**src/rtl/stall_ctrl_pkg.sv**
```systemverilog
// Shared types and constants for the pipeline hazard controller.
// The optional performance counters in stall_ctrl are built only when STALL_PERF_EN is defined.
package stall_ctrl_pkg;

    typedef logic [5:0] StallBus;

    localparam logic Stop   = 1'b1;
    localparam logic NoStop = 1'b0;

    localparam int StallPc = 0;
    localparam int StallIf = 1;
    localparam int StallEx = 3;

    // Each request holds its own stage and everything upstream of it
    localparam StallBus StallReqMem  = 6'b011111;
    localparam StallBus StallReqEx   = 6'b001111;
    localparam StallBus StallReqId   = 6'b000111;
    localparam StallBus StallReqIf   = 6'b000011;
    localparam StallBus StallReqNone = 6'b000000;

    typedef enum logic [1:0] {
        RUN      = 2'b00,
        WAIT_IF  = 2'b01,
        REDIRECT = 2'b10
    } CtrlState;

    function automatic logic [31:0] satInc(input logic [31:0] value);
        return (value == 32'hFFFF_FFFF) ? value : value + 32'd1;
    endfunction

endpackage

```
**src/rtl/stall_ctrl_prio.sv**
```systemverilog
// Combinational priority encoder turning the four stage stall requests into the stall bus.
// The deepest requesting stage wins because it freezes the most of the pipeline.
module stall_prio
    import stall_ctrl_pkg::*;
#(
    parameter int STALL_W = 6
) (
    input  logic               stallreq_if_i,
    input  logic               stallreq_id_i,
    input  logic               stallreq_ex_i,
    input  logic               stallreq_mem_i,
    output logic [STALL_W-1:0] stall_o
);

    always_comb begin
        stall_o = '0;
        if (stallreq_mem_i) begin
            stall_o[5:0] = StallReqMem;
        end else if (stallreq_ex_i) begin
            stall_o[5:0] = StallReqEx;
        end else if (stallreq_id_i) begin
            stall_o[5:0] = StallReqId;
        end else if (stallreq_if_i) begin
            stall_o[5:0] = StallReqIf;
        end else begin
            stall_o[5:0] = StallReqNone;
        end
    end

endmodule

```
**src/rtl/stall_ctrl.sv**
```systemverilog
// Pipeline hazard controller: stall bus generation plus taken-branch recovery FSM.
// Define STALL_PERF_EN to build the saturating stall-cycle and flush performance counters.
module stall_ctrl
    import stall_ctrl_pkg::*;
#(
    parameter int STALL_W = 6,
    parameter int ADDR_W  = 32
) (
    input  logic               clk,
    input  logic               rst,
    input  logic               stallreq_if,
    input  logic               stallreq_id,
    input  logic               stallreq_ex,
    input  logic               stallreq_mem,
    input  logic               branch_flag_i,
    input  logic [ADDR_W-1:0]  branch_target_i,
    output logic [STALL_W-1:0] stall,
    output logic               flush_o,
    output logic               pc_redirect_o,
    output logic [ADDR_W-1:0]  pc_target_o,
    output logic [31:0]        stall_cycles_o,
    output logic [31:0]        flush_count_o
);

    CtrlState           state_q;
    logic               flush_q;
    logic               redirect_q;
    logic [ADDR_W-1:0]  target_q;
    logic [STALL_W-1:0] prioStall;
    logic               branchAccept;
    logic               redirectDone;

    stall_prio #(
        .STALL_W(STALL_W)
    ) u_prio (
        .stallreq_if_i (stallreq_if),
        .stallreq_id_i (stallreq_id),
        .stallreq_ex_i (stallreq_ex),
        .stallreq_mem_i(stallreq_mem),
        .stall_o       (prioStall)
    );

    // While a branch waits for the in-flight fetch, PC and IF must not advance down the wrong path
    always_comb begin
        stall = prioStall;
        if (state_q == WAIT_IF) begin
            stall[StallPc] = Stop;
            stall[StallIf] = Stop;
        end
    end

    assign branchAccept = branch_flag_i && (stall[StallEx] == NoStop) && (state_q == RUN);
    assign redirectDone = (state_q == REDIRECT) && (stall[StallPc] == NoStop);

    always_ff @(posedge clk or posedge rst) begin
        if (rst) begin
            state_q    <= RUN;
            flush_q    <= 1'b0;
            redirect_q <= 1'b0;
            target_q   <= '0;
        end else begin
            case (state_q)
                RUN: begin
                    if (branchAccept) begin
                        target_q <= branch_target_i;
                        flush_q  <= 1'b1;
                        if (stallreq_if) begin
                            state_q    <= WAIT_IF;
                            redirect_q <= 1'b0;
                        end else begin
                            state_q    <= REDIRECT;
                            redirect_q <= 1'b1;
                        end
                    end
                end
                WAIT_IF: begin
                    if (!stallreq_if) begin
                        state_q    <= REDIRECT;
                        redirect_q <= 1'b1;
                    end
                end
                REDIRECT: begin
                    // A held PC would drop the redirect, so leave only once pc_reg can load it
                    if (redirectDone) begin
                        state_q    <= RUN;
                        flush_q    <= 1'b0;
                        redirect_q <= 1'b0;
                    end
                end
                default: begin
                    state_q    <= RUN;
                    flush_q    <= 1'b0;
                    redirect_q <= 1'b0;
                end
            endcase
        end
    end

    assign flush_o       = flush_q;
    assign pc_redirect_o = redirect_q;
    assign pc_target_o   = target_q;

`ifdef STALL_PERF_EN
    logic [31:0] stallCycles_q;
    logic [31:0] stallCycles_d;
    logic [31:0] flushCount_q;
    logic [31:0] flushCount_d;

    always_comb begin
        stallCycles_d = stallCycles_q;
        flushCount_d  = flushCount_q;
        if (stall[StallPc] == Stop) begin
            stallCycles_d = satInc(stallCycles_q);
        end
        if (redirectDone) begin
            flushCount_d = satInc(flushCount_q);
        end
    end

    always_ff @(posedge clk or posedge rst) begin
        if (rst) begin
            stallCycles_q <= '0;
            flushCount_q  <= '0;
        end else begin
            stallCycles_q <= stallCycles_d;
            flushCount_q  <= flushCount_d;
        end
    end

    assign stall_cycles_o = stallCycles_q;
    assign flush_count_o  = flushCount_q;
`else
    assign stall_cycles_o = 32'd0;
    assign flush_count_o  = 32'd0;
`endif

endmodule

```
**config.mk**
```make
export PLATFORM = sky130hd
export DESIGN_NAME = stall_ctrl
export DESIGN_NICKNAME = d
export VERILOG_FILES = /design/src/rtl/stall_ctrl_pkg.sv /design/src/rtl/stall_ctrl_prio.sv /design/src/rtl/stall_ctrl.sv
export SDC_FILE = /design/constraint.sdc
export NUM_CORES = 1
export LEC_CHECK = 0
export CAP_MARGIN = 20
export CORE_AREA = 2 2 84 86
export CTS_BUF_LIST = sky130_fd_sc_hd__clkbuf_16
export DETAILED_ROUTE_END_ITERATION = 10
export DIE_AREA = 0 0 86 88
export PLACE_DENSITY = 0.74
export SLEW_MARGIN = 20
export SYNTH_ARGS = -nofsm -noshare
export SYNTH_HDL_FRONTEND = slang
export SYNTH_SLANG_ARGS = --single-unit
export TNS_END_PERCENT = 50
```
**constraint.sdc**
```tcl
create_clock -name clk -period 1.4 [get_ports clk]
set_clock_uncertainty 0.1 [all_clocks]
set_input_delay 0.35 -clock clk [delete_from_list [all_inputs] [get_ports clk]]
set_output_delay 0.35 -clock clk [all_outputs]
set_load 0.01 [all_outputs]
```
# After elaboration in Yosys (flattened, before gate mapping)
# Index checks and enable logic that the tools add are counted.
[op_classes]
reduce_logical = 7
mux = 17
eq_ne = 5
bitwise = 3
[op_table]
columns = ["op", "count"]
rows = [
  ["two-way mux 6 bit", 3],
  ["two-way mux 2 bit", 6],
  ["!= test 2 bit (second input constant)", 3],
  ["one-hot mux 1 bit (3 select lines)", 2],
  ["one-hot mux 2 bit (3 select lines)", 1],
  ["AND reduction 3 bit", 2],
  ["two-way mux 1 bit", 5],
  ["logical AND 1 bit", 3],
  ["inverter 1 bit", 3],
  ["== test 2 x 1 -> 1 bit (second input constant)", 1],
  ["== test 2 bit (second input constant)", 1],
  ["zero test 2 bit", 1],
  ["AND reduction 2 bit", 1],
]
[totals]
wordCells = 36
output_inout_bits = 104
input_bits = 39
regBits = 36

# Logic depth before layout (Yosys ltp)
[logic_depth]
ltp_word = 9
depth_mapped = 4
depth_no_buf = 3

# Hierarchy
# Synthesis repeated with hierarchy kept, for this count alone.
[hier_totals]
hier_cells = 156
area_unflattened_um2 = 1895.6
[by_module_without_submodules]
columns = ["module", "seq_area_each_um2", "cells_per_inst", "instances", "area_per_inst_um2"]
rows = [
  ["stall_ctrl", 875.8, 149, 1, 1849.3],
  ["stall_prio", 0.0, 7, 1, 46.3],
]

# Worst setup path after synthesis
# No wires, ideal clock.
[synth_timing]
path_type = "input to output"
start = "in stallreq_if"
end = "out stall[1]"
slack_ns = -0.202
required_time_ns = 0.950
n_path_buf = 1
arrival_ns = 1.152
cell_stages = 3
path_cell_list = "nor4_1 -> o21ai_0 -> buf_4"
[synth_between]
elab_chain_len = 5
[synth_lines]
columns = ["element", "line", "source"]
rows = [
  ["start, declared", "stall_ctrl.sv:11", "input logic stallreq_if,"],
  ["two-way mux 2 bit", "stall_ctrl_prio.sv:23", "end else if (stallreq_if_i) begin"],
  ["two-way mux 6 bit", "stall_ctrl_prio.sv:21", "end else if (stallreq_id_i) begin"],
  ["two-way mux 6 bit", "stall_ctrl_prio.sv:19", "end else if (stallreq_ex_i) begin"],
  ["two-way mux 6 bit", "stall_ctrl_prio.sv:17", "if (stallreq_mem_i) begin"],
  ["two-way mux 2 bit", "stall_ctrl.sv:46", "if (state_q == WAIT_IF) begin"],
  ["end, declared", "stall_ctrl.sv:17", "output logic [STALL_W-1:0] stall,"],
]
# Every way passes these cells.

# Worst setup path in the final report
[layout_timing]
start = "reg state_q[0]"
end = "reg target_q[17], in the netlist pc_target_o[17]"
[layout_between]
elab_chain_len = 3
[layout_lines]
columns = ["element", "line", "source"]
rows = [
  ["start, declared", "stall_ctrl.sv:25", "CtrlState state_q;"],
  ["start signal, assigned", "stall_ctrl.sv:57", "state_q <= RUN;"],
  ["start signal, assigned", "stall_ctrl.sv:68", "state_q <= WAIT_IF;"],
  ["start signal, assigned", "stall_ctrl.sv:71", "state_q <= REDIRECT;"],
  ["zero test 2 bit *", "stall_ctrl.sv:52, stall_ctrl.sv:62", ""],
  ["logical AND 1 bit", "stall_ctrl.sv:52", "assign branchAccept = branch_flag_i && (stall[StallEx] == NoStop) && (state_q == RUN);"],
  ["AND reduction 2 bit (no source line) *", "-", ""],
  ["end signal, assigned", "stall_ctrl.sv:65", "target_q <= branch_target_i;"],
  ["end, declared", "stall_ctrl.sv:28", "logic [ADDR_W-1:0] target_q;"],
]
# Mark *: on every way between the ends. The rest lies on a longest branch, timed or not.
# A chain may end at the register's enable or synchronous reset.

==> flow_metrics.tcl <==
set metrics [dict create \
    grt_max_degree 36 \
    dp_hpwl_um 2724 \
    period_share_pct 114.3 \
    final_common_cell "conb_1" \
    reg2reg_depth 6 \
    final-max-slew-violation-count 0 \
    hp-class "primary input to flip-flop" \
    whs_ns 0.3271 \
    clk_path_buf_depth 2 \
    violations "negative setup slack" \
    cp-endpoint "pc_target_o[17]$_DFFE_PP0P_" \
    setup_viol 36 \
    r2r_slack_ns -0.20 \
    fin_ws_ns -0.2007 \
    htreeDepth 2 \
    synth_cell_types 17 \
    vias 1251 \
    ys_warn_count 0 \
    timing.rr.end "pc_target_o[17]$_DFFE_PP0P_" \
    fmax_ghz 0.6247 \
    antenna_found_initial 0 \
    yosys.area.top_type "dfrtp_1" \
    peakVddDrop_mv 0.7271 \
    final-instance-count-excl-fill 336 \
    path_class "flip-flop to flip-flop" \
    hold_violations 0 \
    ant_nets 0 \
    syn_to_final_growth_pct 53.78 \
    portBuffers 77 \
    clkTransAtPathRegs_ns 0.06 \
    p_leak_nw 1.543 \
    place_inst 313 \
    synth_cells 153 \
    required_ns 1.45 \
    r2r_start "state_q[0]$_DFFE_PP0P_" \
    numCtsBuffers 5 \
    grt-ovfl-total 0 \
    start_util_pct 29.87 \
    die_area_um2 7568 \
    drt-initial-drc-count 21 \
    utilization_pct 45.93 \
    ys_top_cells_by_area "dfrtp_1 (44%), buf_4 (25%), mux2_4 (22%)" \
    layout_min_cycle_time_ns 1.601 \
    die_x_um 86 \
    root_buffer "clkbuf_16" \
    arrival_ns 1.65 \
    drcViolationCount 0 \
    avgSynthCellArea_um2 12.97 \
    finalPower_mw 5.192 \
    cp-start-kind "flip-flop" \
    grt_pass1_wl_um 6030 \
    routedWlPerCell_um 11.72 \
    cp-end-kind "flip-flop" \
    fp.coreArea_um2 6644 \
    num_antenna_cells 0 \
    synth_top_area_share_pct 44.14 \
    ys_ff_latch 35 \
    hold_path_depth 3 \
    path_max_fanout 5 \
    grt_use_total_pct 10.33 \
    ys_seq_area_share_pct 44.14 \
    status "finished with violations" \
    post_route_cells_drive_above_1_share_pct 30.86 \
    cts_tree "done" \
    layout.nets 294 \
    final_cell_mix "conb_1 (65), dfrtp_1 (34), clkdlybuf4s50_1 (34)" \
    viasPerCell 3.723 \
    drt_wl_total_um 3938 \
    setup_tns_ns -5.649 \
    syn_area_um2 1984 \
    first_pass_iters 4 \
    gp_congestion 0.6522 \
    die_height_um 88 \
    clock_sinks 35 \
    powerDensity_nw_per_um2 1701 \
    boundaryPins 143 \
    grt_pass1_vias 1234 \
    cap_violations 0 \
    rsz0062_at_grt "yes" \
    num_rows 30 \
    crit_start "state_q[0]$_DFFE_PP0P_" \
    worstSkewPairLatency_ns 0.28 \
]
-- cells in the mapped netlist --
cell,count
a21bo_2,1
a21oi_1,1
buf_4,67
buf_6,3
conb_1,1
dfrtp_1,35
inv_1,3
mux2_2,3
mux2_4,29
nand2_1,1
nand3_4,1
nor2_2,2
nor3b_1,1
nor4_1,1
o21ai_0,2
o32ai_1,1
or3_1,1
-- flip-flops by register name, indices dropped and copies added, names as in the netlist --
register / count
pc_target_o: 32
flush_o: 1
pc_redirect_o: 1
state_q: 1
-- worst min-delay path by stage --
stage,startpoint,end,slack [ns]
detailed placement,flush_o$_DFFE_PP0P_,flush_o$_DFFE_PP0P_,0.38
finish,stallreq_if,pc_redirect_o$_DFFE_PP0P_,0.33
global placement,flush_o$_DFFE_PP0P_,flush_o$_DFFE_PP0P_,0.37
CTS,rst,flush_o$_DFFE_PP0P_,0.35
floorplan,stallreq_if,pc_redirect_o$_DFFE_PP0P_,0.36
global route,stallreq_if,pc_redirect_o$_DFFE_PP0P_,0.34
-- area by class of cell --
class,count,area (um2)
clock buffers,5,125.1
well taps,80,100.1
inverters,3,11.26
multi-input cells,109,828.3
flip-flops and latches,35,877.1
clock inverters,3,12.51
repair buffers,101,1097
fillers,622,3592
-- cells by family (layout without fill, tap and decap cells) --
family | count (synthesis) | in the layout | synth area share [%]
compound gates | 5 | 5 | 1.702
buf+inv | 73 | 112 | 27.62
flops | 35 | 35 | 44.14
mux | 32 | 32 | 23.64
other cells | 1 | 65 | 0.1890
simple gates | 7 | 7 | 2.712
-- report_power, final --
part	total, mW	leakage [nW]	internal, mW	switching (mW)
combinational	2.37	1.05	1.51	0.865
sequential	1.79	0.418	1.52	0.276
clock	1.03	0.0724	0.642	0.386
-- repair_timing --
| item | in CTS | in global routing |
|---|---|---|
| setup buffers | 10 | 2 |
| cloned | 4 | 0 |
| endpoints found under the setup margin | 72 | 66 |
| hold buffers | 0 | 0 |
| gates resized for setup | 85 | 32 |
| pin swaps | 4 | 2 |
-- worst max-delay path, cell delays in order, from the launching register on --
cell	delay, ns
dfrtp_1	0.39
buf_6	0.13
nor2_4	0.11
nand3_4	0.14
buf_12	0.17
buf_12	0.13
mux2_4	0.29
-- metrics by stage --
| stage | area, um2 | setup slack [ns] |
|---|---|---|
| floorplan | 2250 | 0.01149 |
| global placement | 2689 | -0.7453 |
| detailed placement | 2689 | -0.7824 |
| CTS | 3022 | -0.2336 |
| global route | 3052 | -0.2572 |
| finish | 3052 | -0.2007 |
-- routing by layer --
| metal | vias up | GRT usage, % | wire, um |
|---|---|---|---|
| met2 | 84 | 16.91 | 1973 |
| li1 | 572 | - | - |
| met5 | - | 0 | 0 |
| met1 | 590 | 12.76 | 1541 |
| met4 | 0 | 2.886 | 23 |
| met3 | 5 | 3.959 | 399 |
No activity file was read; power rests on OpenSTA's default activity.
